**src/rtl/press_tally.sv**
```systemverilog
// -----------------------------------------------------------------------------
// press_tally
//
// Consumes the one-cycle debounced press pulse from the switch-cleanup stage.
// It keeps a decimal press count and classifies each press group as a single
// or a double press, using a programmable window.
//
// Parameters
//   DIGITS : number of BCD digits in the press count (1..8)
//   WINDOW : double-press window length in clock cycles (>= 2)
//   WIN_W  : window timer width, 2**WIN_W > WINDOW
//
// Ports
//   clock        : system clock, rising edge
//   reset        : asynchronous active-low reset
//   clean        : one-cycle press pulse, synchronous to clock
//   clear        : synchronous clear of count, overflow and classifier
//   count_bcd    : press count in BCD, digit 0 in bits [3:0]
//   single_press : one-cycle pulse, the group was a single press
//   double_press : one-cycle pulse, the group was a double press
//   overflow     : sticky flag, set when the count wraps to zero
//
// All outputs are registers. Priority each cycle is reset > clear > clean.
// -----------------------------------------------------------------------------
module press_tally #(
   parameter int DIGITS = 4,
   parameter int WINDOW = 250000,
   parameter int WIN_W  = 18
) (
   input  logic                  clock,
   input  logic                  reset,
   input  logic                  clean,
   input  logic                  clear,
   output logic [4*DIGITS-1:0]   count_bcd,
   output logic                  single_press,
   output logic                  double_press,
   output logic                  overflow
);

   typedef enum logic [0:0] {
      IDLE  = 1'b0,
      ARMED = 1'b1
   } state_t;

   // Timer value seen in the last cycle of the window: the first press lands
   // in cycle k, the timer reads 0 in cycle k+1 and WINDOW-1 in cycle k+WINDOW.
   localparam logic [WIN_W-1:0] LAST_TICK = WIN_W'(WINDOW - 1);

   // Returns {carry_out, value + 1} in BCD. A digit advances only when every
   // lower digit is at 9. Those lower digits roll over to 0. Values above 9
   // are never produced. An out-of-range digit would also roll to 0.
   function automatic logic [4*DIGITS:0] bcd_increment(
      input logic [4*DIGITS-1:0] value
   );
      logic [4*DIGITS-1:0] result;
      logic                carry;
      result = value;
      carry  = 1'b1;
      for (int i = 0; i < DIGITS; i++) begin
         if (carry) begin
            if (value[4*i +: 4] >= 4'd9) begin
               result[4*i +: 4] = 4'd0;
               carry            = 1'b1;
            end else begin
               result[4*i +: 4] = value[4*i +: 4] + 4'd1;
               carry            = 1'b0;
            end
         end else begin
            result[4*i +: 4] = value[4*i +: 4];
         end
      end
      return {carry, result};
   endfunction

   state_t               state_r;
   logic [WIN_W-1:0]     timer_r;
   logic [4*DIGITS:0]    inc_s;
   logic [4*DIGITS-1:0]  count_next_s;
   logic                 wrap_s;

   // Next count and wrap indication for the current count.
   always_comb begin
      inc_s        = bcd_increment(count_bcd);
      count_next_s = inc_s[4*DIGITS-1:0];
      wrap_s       = inc_s[4*DIGITS];
   end

   // Press counter and sticky overflow flag.
   always_ff @(posedge clock or negedge reset) begin
      if (!reset) begin
         count_bcd <= {(4*DIGITS){1'b0}};
         overflow  <= 1'b0;
      end else if (clear) begin
         count_bcd <= {(4*DIGITS){1'b0}};
         overflow  <= 1'b0;
      end else if (clean) begin
         count_bcd <= count_next_s;
         if (wrap_s) begin
            overflow <= 1'b1;
         end else begin
            overflow <= overflow;
         end
      end else begin
         count_bcd <= count_bcd;
         overflow  <= overflow;
      end
   end

   // Single/double classifier with registered one-cycle event pulses.
   // In ARMED, a press takes precedence over the timeout. This holds even in
   // the last window cycle.
   always_ff @(posedge clock or negedge reset) begin
      if (!reset) begin
         state_r      <= IDLE;
         timer_r      <= {WIN_W{1'b0}};
         single_press <= 1'b0;
         double_press <= 1'b0;
      end else if (clear) begin
         state_r      <= IDLE;
         timer_r      <= {WIN_W{1'b0}};
         single_press <= 1'b0;
         double_press <= 1'b0;
      end else begin
         single_press <= 1'b0;
         double_press <= 1'b0;
         case (state_r)
            IDLE: begin
               timer_r <= {WIN_W{1'b0}};
               if (clean) begin
                  state_r <= ARMED;
               end else begin
                  state_r <= IDLE;
               end
            end
            ARMED: begin
               if (clean) begin
                  state_r      <= IDLE;
                  timer_r      <= {WIN_W{1'b0}};
                  double_press <= 1'b1;
               end else if (timer_r == LAST_TICK) begin
                  state_r      <= IDLE;
                  timer_r      <= {WIN_W{1'b0}};
                  single_press <= 1'b1;
               end else begin
                  state_r <= ARMED;
                  timer_r <= timer_r + WIN_W'(1);
               end
            end
            default: begin
               state_r <= IDLE;
               timer_r <= {WIN_W{1'b0}};
            end
         endcase
      end
   end

endmodule

```
**config.mk**
```make
export PLATFORM = sky130hd
export DESIGN_NAME = press_tally
export DESIGN_NICKNAME = d
export VERILOG_FILES = /design/src/rtl/press_tally.sv
export SDC_FILE = /design/constraint.sdc
export NUM_CORES = 1
export LEC_CHECK = 0
export ABC_AREA = 1
export BUFFER_PORTS_ARGS = -buffer_cell sky130_fd_sc_hd__clkbuf_2
export CORE_ASPECT_RATIO = 1.25
export CORE_MARGIN = 1.5
export CORE_UTILIZATION = 58
export CTS_CLUSTER_DIAMETER = 120
export DETAILED_ROUTE_END_ITERATION = 7
export GPL_TIMING_DRIVEN = 0
export MAX_ROUTING_LAYER = met4
export PLACE_DENSITY = 0.76
export SLEW_MARGIN = 15
export SYNTH_ARGS = -nofsm -noshare
export SYNTH_HDL_FRONTEND = slang
export SYNTH_SLANG_ARGS = --single-unit
```
**constraint.sdc**
```tcl
create_clock -name clock -period 1.65 [get_ports clock]
set_input_delay 0.2475 -clock clock [delete_from_list [all_inputs] [get_ports clock]]
set_output_delay 0.2475 -clock clock [all_outputs]
set_load 0.05 [all_outputs]
```
# --- After elaboration in Yosys (flattened, before gate mapping) ---
# Cells that the tools add are included.
totals:
  input_bits: 4
  latchBits: 0
  ff_bits: 38
  mem_count: 0
  rom_bits: 0
  ram_bits: 0
  word_cells: 63
op_classes:
  bitwise: 1
  muxes: 34
  magnitude_cmp: 4
  n_addsub: 5
  shifts: 0
  multipliers: 0
  div: 0
  n_reduce_logical: 9
  n_eq_ne: 1
ops:
  columns: ["operator", "count"]
  rows:
  - ["18-bit two-way mux", 3]
  - ["18-bit one-hot mux with 2 select lines", 1]
  - ["16-bit two-way mux", 2]
  - ["4-bit two-way mux", 7]
  - ["1-bit two-way mux", 20]
  - ["18-bit by 1-bit adder with 18-bit output (second input constant)", 1]
  - ["18-bit equality test (second input constant)", 1]
  - ["4-bit by 1-bit adder with 4-bit output (second input constant)", 4]
  - ["4-bit greater-or-equal comparator (second input constant)", 4]
  - ["2-bit nonzero test", 5]
  - ["2-bit AND reduction", 4]
  - ["1-bit one-hot mux with 2 select lines", 1]
  - ["1-bit NOT", 1]

# --- Depth between registers and ports, before layout ---
# Gate-level depths: netlist of run 1.
depth:
  depth_word: 8
  mapped_depth: 9
  mapped_depth_nobuf: 9

# --- Worst setup path before layout of run 1 ---
# No wires, ideal clock.
synth_path:
  path_type: "reg2reg"
  start: "reg count_bcd[0]"
  end: "reg count_bcd[13]"
  arrival_time_ns: 1.635
  stages_incl_launch_ff: 9
  t_required_ns: 1.523
  path_slack_ns: -0.112
  n_path_buf: 0
  path_cell_list: "dfrtp_1 inv_1 ha_1 nand2_1 nand3_1 nand2_2 nand3_4 nand2_1 o21ai_0"
synth_between:
  elab_chain_len: 6
synth_lines:
  columns: ["item", "line_no", "source"]
  rows:
  - ["from (decl)", "34", "output logic [4*DIGITS-1:0] count_bcd,"]
  - ["from (signal assigned)", "91", "count_bcd <= {(4*DIGITS){1'b0}};"]
  - ["from (signal assigned)", "94", "count_bcd <= {(4*DIGITS){1'b0}};"]
  - ["from (signal assigned)", "97", "count_bcd <= count_next_s;"]
  - ["4-bit greater-or-equal comparator", "61", "if (value[4*i +: 4] >= 4'd9) begin"]
  - ["1-bit two-way mux", "61", null]
  - ["1-bit two-way mux (2 in series)", "60", "if (carry) begin"]
  - ["2-bit nonzero test (no line)", null, null]
  - ["2-bit AND reduction (no line)", null, null]
# No other way between the ends.
# A chain may end at the register's enable or synchronous reset.

# --- Worst setup path in the final report of run 1 ---
layout_path:
  start: "reg timer_r[0]"
  end: "reg state_r"
layout_between:
  elab_chain_len: 5
layout_lines:
  columns: ["item", "line_no", "source"]
  rows:
  - ["from (decl)", "76", "logic [WIN_W-1:0] timer_r;"]
  - ["from (signal assigned)", "115", "timer_r <= {WIN_W{1'b0}};"]
  - ["from (signal assigned)", "120", "timer_r <= {WIN_W{1'b0}};"]
  - ["from (signal assigned)", "128", "timer_r <= {WIN_W{1'b0}};"]
  - ["18-bit equality test", "140", "end else if (timer_r == LAST_TICK) begin"]
  - ["1-bit two-way mux", "140", null]
  - ["1-bit two-way mux", "136", "if (clean) begin"]
  - ["1-bit one-hot mux with 2 select lines", "126", "case (state_r)"]
  - ["1-bit two-way mux", "118", "end else if (clear) begin"]
  - ["to (signal assigned)", "119", "state_r <= IDLE;"]
  - ["to (signal assigned)", "137", "state_r <= IDLE;"]
  - ["to (signal assigned)", "141", "state_r <= IDLE;"]
  - ["to (decl)", "75", "state_t state_r;"]
# No other way between the ends.

==> flow_metrics.env, run 1 <==
export IMPL_fp_dieW_um=58.3
export IMPL_worstSetupStartpointType="flip-flop"
export IMPL_max_freq_ghz=0.656
export IMPL_clkLatencyLatePin_ns=0.29
export IMPL_slowest_stage="dfrtp_1"
export IMPL_hp_class="in -> async"
export IMPL_n_antenna_cell=0
export IMPL_crit_path_end_kind="flip-flop"
export IMPL_p_leak_nw=1.19
export IMPL_viasPerCell=5.24
export IMPL_worst_pin_slew_ns=0.948
export IMPL_grt_antenna_before_repair=0
export IMPL_ioPinCount=23
export IMPL_drtIter0Drc=79
export IMPL_worstPathArrival_ns=1.70
export IMPL_wl_um=4360
export IMPL_period_needed_ns=1.53
export IMPL_synth_cell_type_count=27
export IMPL_ys_seq_elements=38
export IMPL_pwr_share_seq_pct=47.3
export IMPL_path_clk_slew_ns=0.08
export IMPL_core_area_mm2=0.00357
export IMPL_dr_pass1_iters=6
export IMPL_drtAntennaViolNets=0
export IMPL_holdBufCountCts=0
export IMPL_skew_ns=0.00724
export IMPL_cts_buffers=5
export IMPL_sw_frac_of_total_pct=29.5
export IMPL_synthTopCellsByArea="dfrtp_1, nand2_1, nor2_1"
export IMPL_drc=0
export IMPL_initial_core_util_pct=62.0
export IMPL_outcome="completed"
export IMPL_yosys_area_share_simple_pct=32.2
export IMPL_synth_top_family_by_area="simple AND/OR/NAND/NOR gates"
export IMPL_netlist_area_mm2=0.00222
export IMPL_crit_buf_inv=1
export IMPL_crit_family="simple AND/OR/NAND/NOR gates"
export IMPL_gp_congestion=0.863
export IMPL_synthMuxAreaShare_pct=0
export IMPL_switching_power_uw=629
export IMPL_peakVddDrop_mv=0.766
export IMPL_synth_xor_area_share_pct=5.14
export IMPL_nFillCells=296
export IMPL_synth_nets=295
export IMPL_die_h_um=72.1
export IMPL_pwr_density_cell_mw_per_mm2=840
export IMPL_path_class="reg -> reg"
export IMPL_post_route_period_util_pct=92.4
export IMPL_htree_levels=2
export IMPL_areaGrowthSynthToFinish_pct=14.7
export IMPL_synth_edf_count=0
export IMPL_slew_headroom_pct=36.8
export IMPL_pre_cts_ws_ns=0.0925
export IMPL_hold_viol=0
export IMPL_synthTopCellsByCount="nand2_1, nor2_1, dfrtp_1"
export IMPL_yosys_area_top_type="dfrtp_1"
export IMPL_drv_slew=0
export IMPL_combPwrFrac_pct=16.1
export IMPL_timing_final_ws_setup_ns=0.125
export IMPL_synth_ff_type="dfrtp_1"
export IMPL_clock_root_buffer="clkbuf_8"
export IMPL_grt_pass1_vias=1806
export IMPL_synth_compound_area_share_pct=5.59
export IMPL_cts_buffer_depth=2
export IMPL_grt_max_degree=39
export IMPL_synth_adder_area_share_pct=7.34
export IMPL_yosysMostFrequentCell="nand2_1"
export IMPL_syn_inst=278
export IMPL_yosysTopAreaCellShare_pct=42.9
export IMPL_max_cap_violations=0
export IMPL_path_cells="ha_2 > nand3_2 > nor2_2 > nand3_4 > nand2_2 > buf_6 > o31ai_1"
export IMPL_dp_hpwl_um=3190
export IMPL_yosysSeqAreaShare_pct=42.9
export IMPL_async_flop_share_pct=100
export IMPL_rows=24
export IMPL_yosysWarnings=0
export IMPL_die_area_mm2=0.00420
export IMPL_grt_first_pass_wirelength_um=7460
export IMPL_cts_sinks=38
export IMPL_nets=328
export IMPL_max_stage_delay_ns=0.42
export IMPL_cts_tree="built"
export IMPL_numPortBuffers=22
export IMPL_syn_mean_instance_area_um2=7.97
export IMPL_drive_above_1_share_pct=18.9
export IMPL_grt_ovfl_total=0
export IMPL_grt_usage_pct=23.5
export IMPL_grt_setup_unrepaired="no"
export IMPL_wl_per_cell_um=12.4
export IMPL_finalSetupViolCount=0
export IMPL_critPathRequiredTime_ns=1.82
export IMPL_dr_total_vias=1839
export IMPL_cp_max_fo=10
export IMPL_pwr_share_clk_pct=36.6
export IMPL_fin_setup_tns_ns=0
export IMPL_p_int_mw=1.51
-- path summary, 6_finish.rpt --
path	startpoint	end	slack [ns]	cells past startpoint
min reg2reg	timer_r[0]$_DFF_PN0_	timer_r[0]$_DFF_PN0_	0.51	1
min	reset	timer_r[17]$_DFF_PN0_	0.09	1
min in group clock	clear	timer_r[8]$_DFF_PN0_	0.23	2
max reg2reg	timer_r[0]$_DFF_PN0_	state_r$_DFF_PN0_	0.12	7
max in group asynchronous	reset	count_bcd[5]$_DFFE_PN0P_	0.91	1
max	timer_r[0]$_DFF_PN0_	state_r$_DFF_PN0_	0.12	7
-- power by group through the flow --
stage               combinational (mW)  clock [mW]  sequential, mW
detailed placement               0.339           0            1.03
floorplan                        0.138           0            1.13
finish                           0.344       0.781            1.01
global placement                 0.334           0            1.03
global route                     0.384       0.823            1.02
CTS                              0.340       0.799            1.01
-- kinds of logic (layout without fill, tap and decap cells) --
family	Yosys count	in the layout
and+or+nand+nor	153	153
DFF	38	38
buffers and inverters	38	72
AOI/OAI and AO/OA	23	23
adders and majority gates	13	13
xor gates and xnor gates	13	13
-- flip-flops by register name, summed over array words and instances (netlist names) --
register      count
double_press      1
overflow          1
single_press      1
timer_r          18
state_r           1
count_bcd        16
-- placed cells by master, fill, tap and decap left out, types with 6 or more instances in the layout --
master / synthesis / final
dfrtp_1: 38 / 34
inv_1: 36 / 36
nand4_1: 6 / 6
xor2_1: 9 / 9
o21ai_0: 10 / 10
nand3_1: 26 / 25
ha_1: 13 / 12
nor2_1: 46 / 44
nand2_1: 57 / 57
clkbuf_2: 0 / 22
-- stage by stage --
step                      hold slack (ns)  area (um2)  total power [mW]  util (%)  instances
after floorplan                   -0.0481        2220              1.27         -        278
after global placement              0.435        2380              1.36      66.6        339
after detailed placement            0.433        2380              1.37      66.6        339
after CTS                           0.117        2490              2.15      69.6        347
after global routing                0.162        2540              2.22      71.1        351
final                              0.0895        2540              2.13      71.1        351
-- routing by layer --
metal	global-route usage (%)	part of all wire [%]	vias up
met5	-	0	-
met4	9.30	1.5	0
met3	3.74	2.6	6
met2	41.6	56	28
met1	25.8	40	856
li1	-	-	949
-- layout make-up --
type	count	area, um2	area share, %
Buffer	1	11.3	0.443
Clock buffer	5	68.8	2.71
Clock inverter	3	40.0	1.58
Inverter	37	139	5.47
Multi-Input combinational cell	202	1140	44.8
Sequential cell	38	956	37.6
Tap cell	39	48.8	1.92
Timing Repair Buffer	26	140	5.51
-- timing repair --
item                                   4_1_cts  5_1_grt
buffers inserted                             0        4
setup endpoints to repair                    0        6
gates resized for setup                      0        6
endpoints found under the hold margin        0        0
-- worst reg2reg max path, cell delays in order (launching register included) --
cell	delay (ns)
dfrtp_1	0.42
ha_2	0.24
nand3_2	0.12
nor2_2	0.16
nand3_4	0.14
nand2_2	0.12
buf_6	0.14
o31ai_1	0.08
No activity file was read; power rests on OpenSTA's default activity.
==> run 2: changes to the inputs <==
==> constraint.sdc (replaced) <==
create_clock -name clock -period 1.6 [get_ports clock]
set_input_delay 0.24 -clock clock [delete_from_list [all_inputs] [get_ports clock]]
set_output_delay 0.24 -clock clock [all_outputs]
set_load 0.02 [all_outputs]
==> run 2 against run 1 <==
Compared with the run above:
- clock power shrank 13%
- critical path depth is 2 higher
- first-iteration DRC count down 11%
- global-route usage down 0.42 points
- non-clock buffer count unchanged
- clock skew fell by 0.0015 ns
- sequential cell count unchanged
- combinational power decreased by 17%
- final cell count unchanged
- hold slack worse by 0.0070 ns
- sequential power about the same
- critical path type unchanged
==> flow_metrics.env, run 2 (synthesized netlist as in run 1, its figures left out) <==
export IMPL_outcome="completed"
export IMPL_layout_common_cells="nand2_1, nor2_1, dfrtp_1"
export IMPL_max_cap_violations=0
export IMPL_path_clk_slew_ns=0.07
export IMPL_critPathRequiredTime_ns=1.78
export IMPL_drtAntennaViolNets=0
export IMPL_fin_setup_tns_ns=0
export IMPL_cp_max_fo=8
export IMPL_n_antenna_cell=0
export IMPL_drtIter0Drc=70
export IMPL_placed_cell_area_mm2=0.00237
export IMPL_grt_max_degree=39
export IMPL_reg2reg_to="count_bcd[7]$_DFFE_PN0P_"
export IMPL_post_route_period_util_pct=95.9
export IMPL_dp_cells=339
export IMPL_reg2reg_slack_ns=0.07
export IMPL_slew_headroom_pct=37.8
export IMPL_grt_ovfl_total=0
export IMPL_gp_congestion=0.957
export IMPL_hold_viol=0
export IMPL_grt_usage_pct=23.0
export IMPL_drv_slew=0
export IMPL_finalSetupViolCount=0
export IMPL_crit_top_cell="nor2_1"
export IMPL_clkLatencyLatePin_ns=0.29
export IMPL_core_area_mm2=0.00357
export IMPL_max_stage_delay_ns=0.40
export IMPL_top_regs="timer_r: 18 flops, count_bcd: 16 flops"
export IMPL_die_area_mm2=0.00420
export IMPL_wl_um=4470
export IMPL_die_h_um=72.1
export IMPL_fp_dieW_um=58.3
export IMPL_drc=0
export IMPL_slowest_stage="dfrtp_1"
export IMPL_viasPerCell=5.35
export IMPL_worst_pin_slew_ns=0.933
export IMPL_cts_buffers=5
export IMPL_fin_area_mm2=0.00255
export IMPL_dr_total_vias=1877
export IMPL_r2r_start="count_bcd[1]$_DFFE_PN0P_"
export IMPL_grt_first_pass_wirelength_um=7250
export IMPL_ioPinCount=23
export IMPL_rr_worst_depth=9
export IMPL_layout_commonest_cell="nand2_1"
export IMPL_dr_pass1_iters=6
export IMPL_cts_sinks=38
export IMPL_hp_class="in -> async"
export IMPL_areaGrowthSynthToFinish_pct=15.0
export IMPL_p_leak_nw=1.19
export IMPL_path_cells="inv_1 > ha_1 > nor2_1 > nand2_1 > nand3_4 > nand2_4 > buf_12 > a21oi_1 > nor2_1"
export IMPL_period_needed_ns=1.53
export IMPL_skew_ns=0.00575
export IMPL_cts_tree="built"
export IMPL_wl_per_cell_um=12.7
export IMPL_crit_path_end_kind="flip-flop"
export IMPL_cts_buffer_depth=2
export IMPL_regMostFlops="timer_r"
export IMPL_path_class="reg -> reg"
export IMPL_pwr_density_cell_mw_per_mm2=786
export IMPL_grt_antenna_before_repair=0
export IMPL_worstSetupStartpointType="flip-flop"
export IMPL_final_cells=351
export IMPL_max_freq_ghz=0.652
export IMPL_initial_core_util_pct=62.0
export IMPL_nets=328
export IMPL_grt_pass1_vias=1734
export IMPL_dp_hpwl_um=3190
export IMPL_peakVddDrop_mv=0.551
export IMPL_htree_levels=2
export IMPL_drive_above_1_share_pct=17.9
export IMPL_rows=24
export IMPL_numPortBuffers=22
export IMPL_worstPathArrival_ns=1.71
export IMPL_clock_root_buffer="clkbuf_8"
export IMPL_largest_reg_flops=18
-- run 2: cell types whose count changed in the layout (fill, tap and decap cells not counted), sizes merged --
cell and change:
clkinv -1, clkbuf +2, bufinv -1
-- run 2: critical path, delay by kind of cell (launching register included) --
family                     cells  cell delay, ns
buffers and inverters          2            0.25
adders and majority gates      1            0.18
AOI/OAI and AO/OA              1            0.12
and+or+nand+nor                5            0.47
DFF                            1            0.40
-- run 2: metal layers --
metal | track usage, % | share of wire, %
met1 | 24.7 | 40
met2 | 40.4 | 54
met3 | 4.10 | 3.2
met4 | 10.9 | 2.5
met5 | - | 0
-- run 2: cell type report --
type                            instances  area (um2)
Inverter                               37         139
Tap cell                               39        48.8
Multi-Input combinational cell        202        1150
Buffer                                  1        11.3
Fill cell                             303        1030
Clock buffer                            7        86.3
Timing Repair Buffer                   26         153
Sequential cell                        38         952
Clock inverter                          1        5.00
-- run 2: per-stage QoR --
step	utilization, %	total power, mW	worst slack (ns)	hold WS, ns
floorplan	-	1.23	0.0871	-0.0556
global placement	66.5	1.33	0.0589	0.427
detailed placement	66.5	1.33	0.00303	0.429
CTS	69.2	2.01	0.00130	0.114
global route	71.3	2.10	-0.0242	0.165
finish	71.3	2.00	0.0657	0.0825
-- run 2: how the worst max path moves through the flow --
stage	depth (start not counted)	from	endpoint	slack (ns)
after floorplan	8	count_bcd[0]$_DFFE_PN0P_	count_bcd[13]$_DFFE_PN0P_	0.09
after global placement	8	count_bcd[0]$_DFFE_PN0P_	count_bcd[15]$_DFFE_PN0P_	0.06
after detailed placement	8	count_bcd[0]$_DFFE_PN0P_	count_bcd[15]$_DFFE_PN0P_	0.003
after CTS	7	count_bcd[0]$_DFFE_PN0P_	count_bcd[15]$_DFFE_PN0P_	0.001
after global routing	9	count_bcd[1]$_DFFE_PN0P_	count_bcd[7]$_DFFE_PN0P_	-0.02
final	9	count_bcd[1]$_DFFE_PN0P_	count_bcd[7]$_DFFE_PN0P_	0.07
-- run 2: report_power, final --
part           internal, mW  total, mW  switching [mW]  leakage [nW]
combinational        0.0981      0.285           0.187         0.619
sequential            0.996       1.04          0.0448         0.521
clock                 0.348      0.676           0.329        0.0482
-- run 2: repair_timing --
action,CTS,global route
setup endpoints to repair,1,20
buffers inserted,0,4
gates cloned,0,0
pin swaps,0,2
hold buffers,0,0
resized for setup,1,10
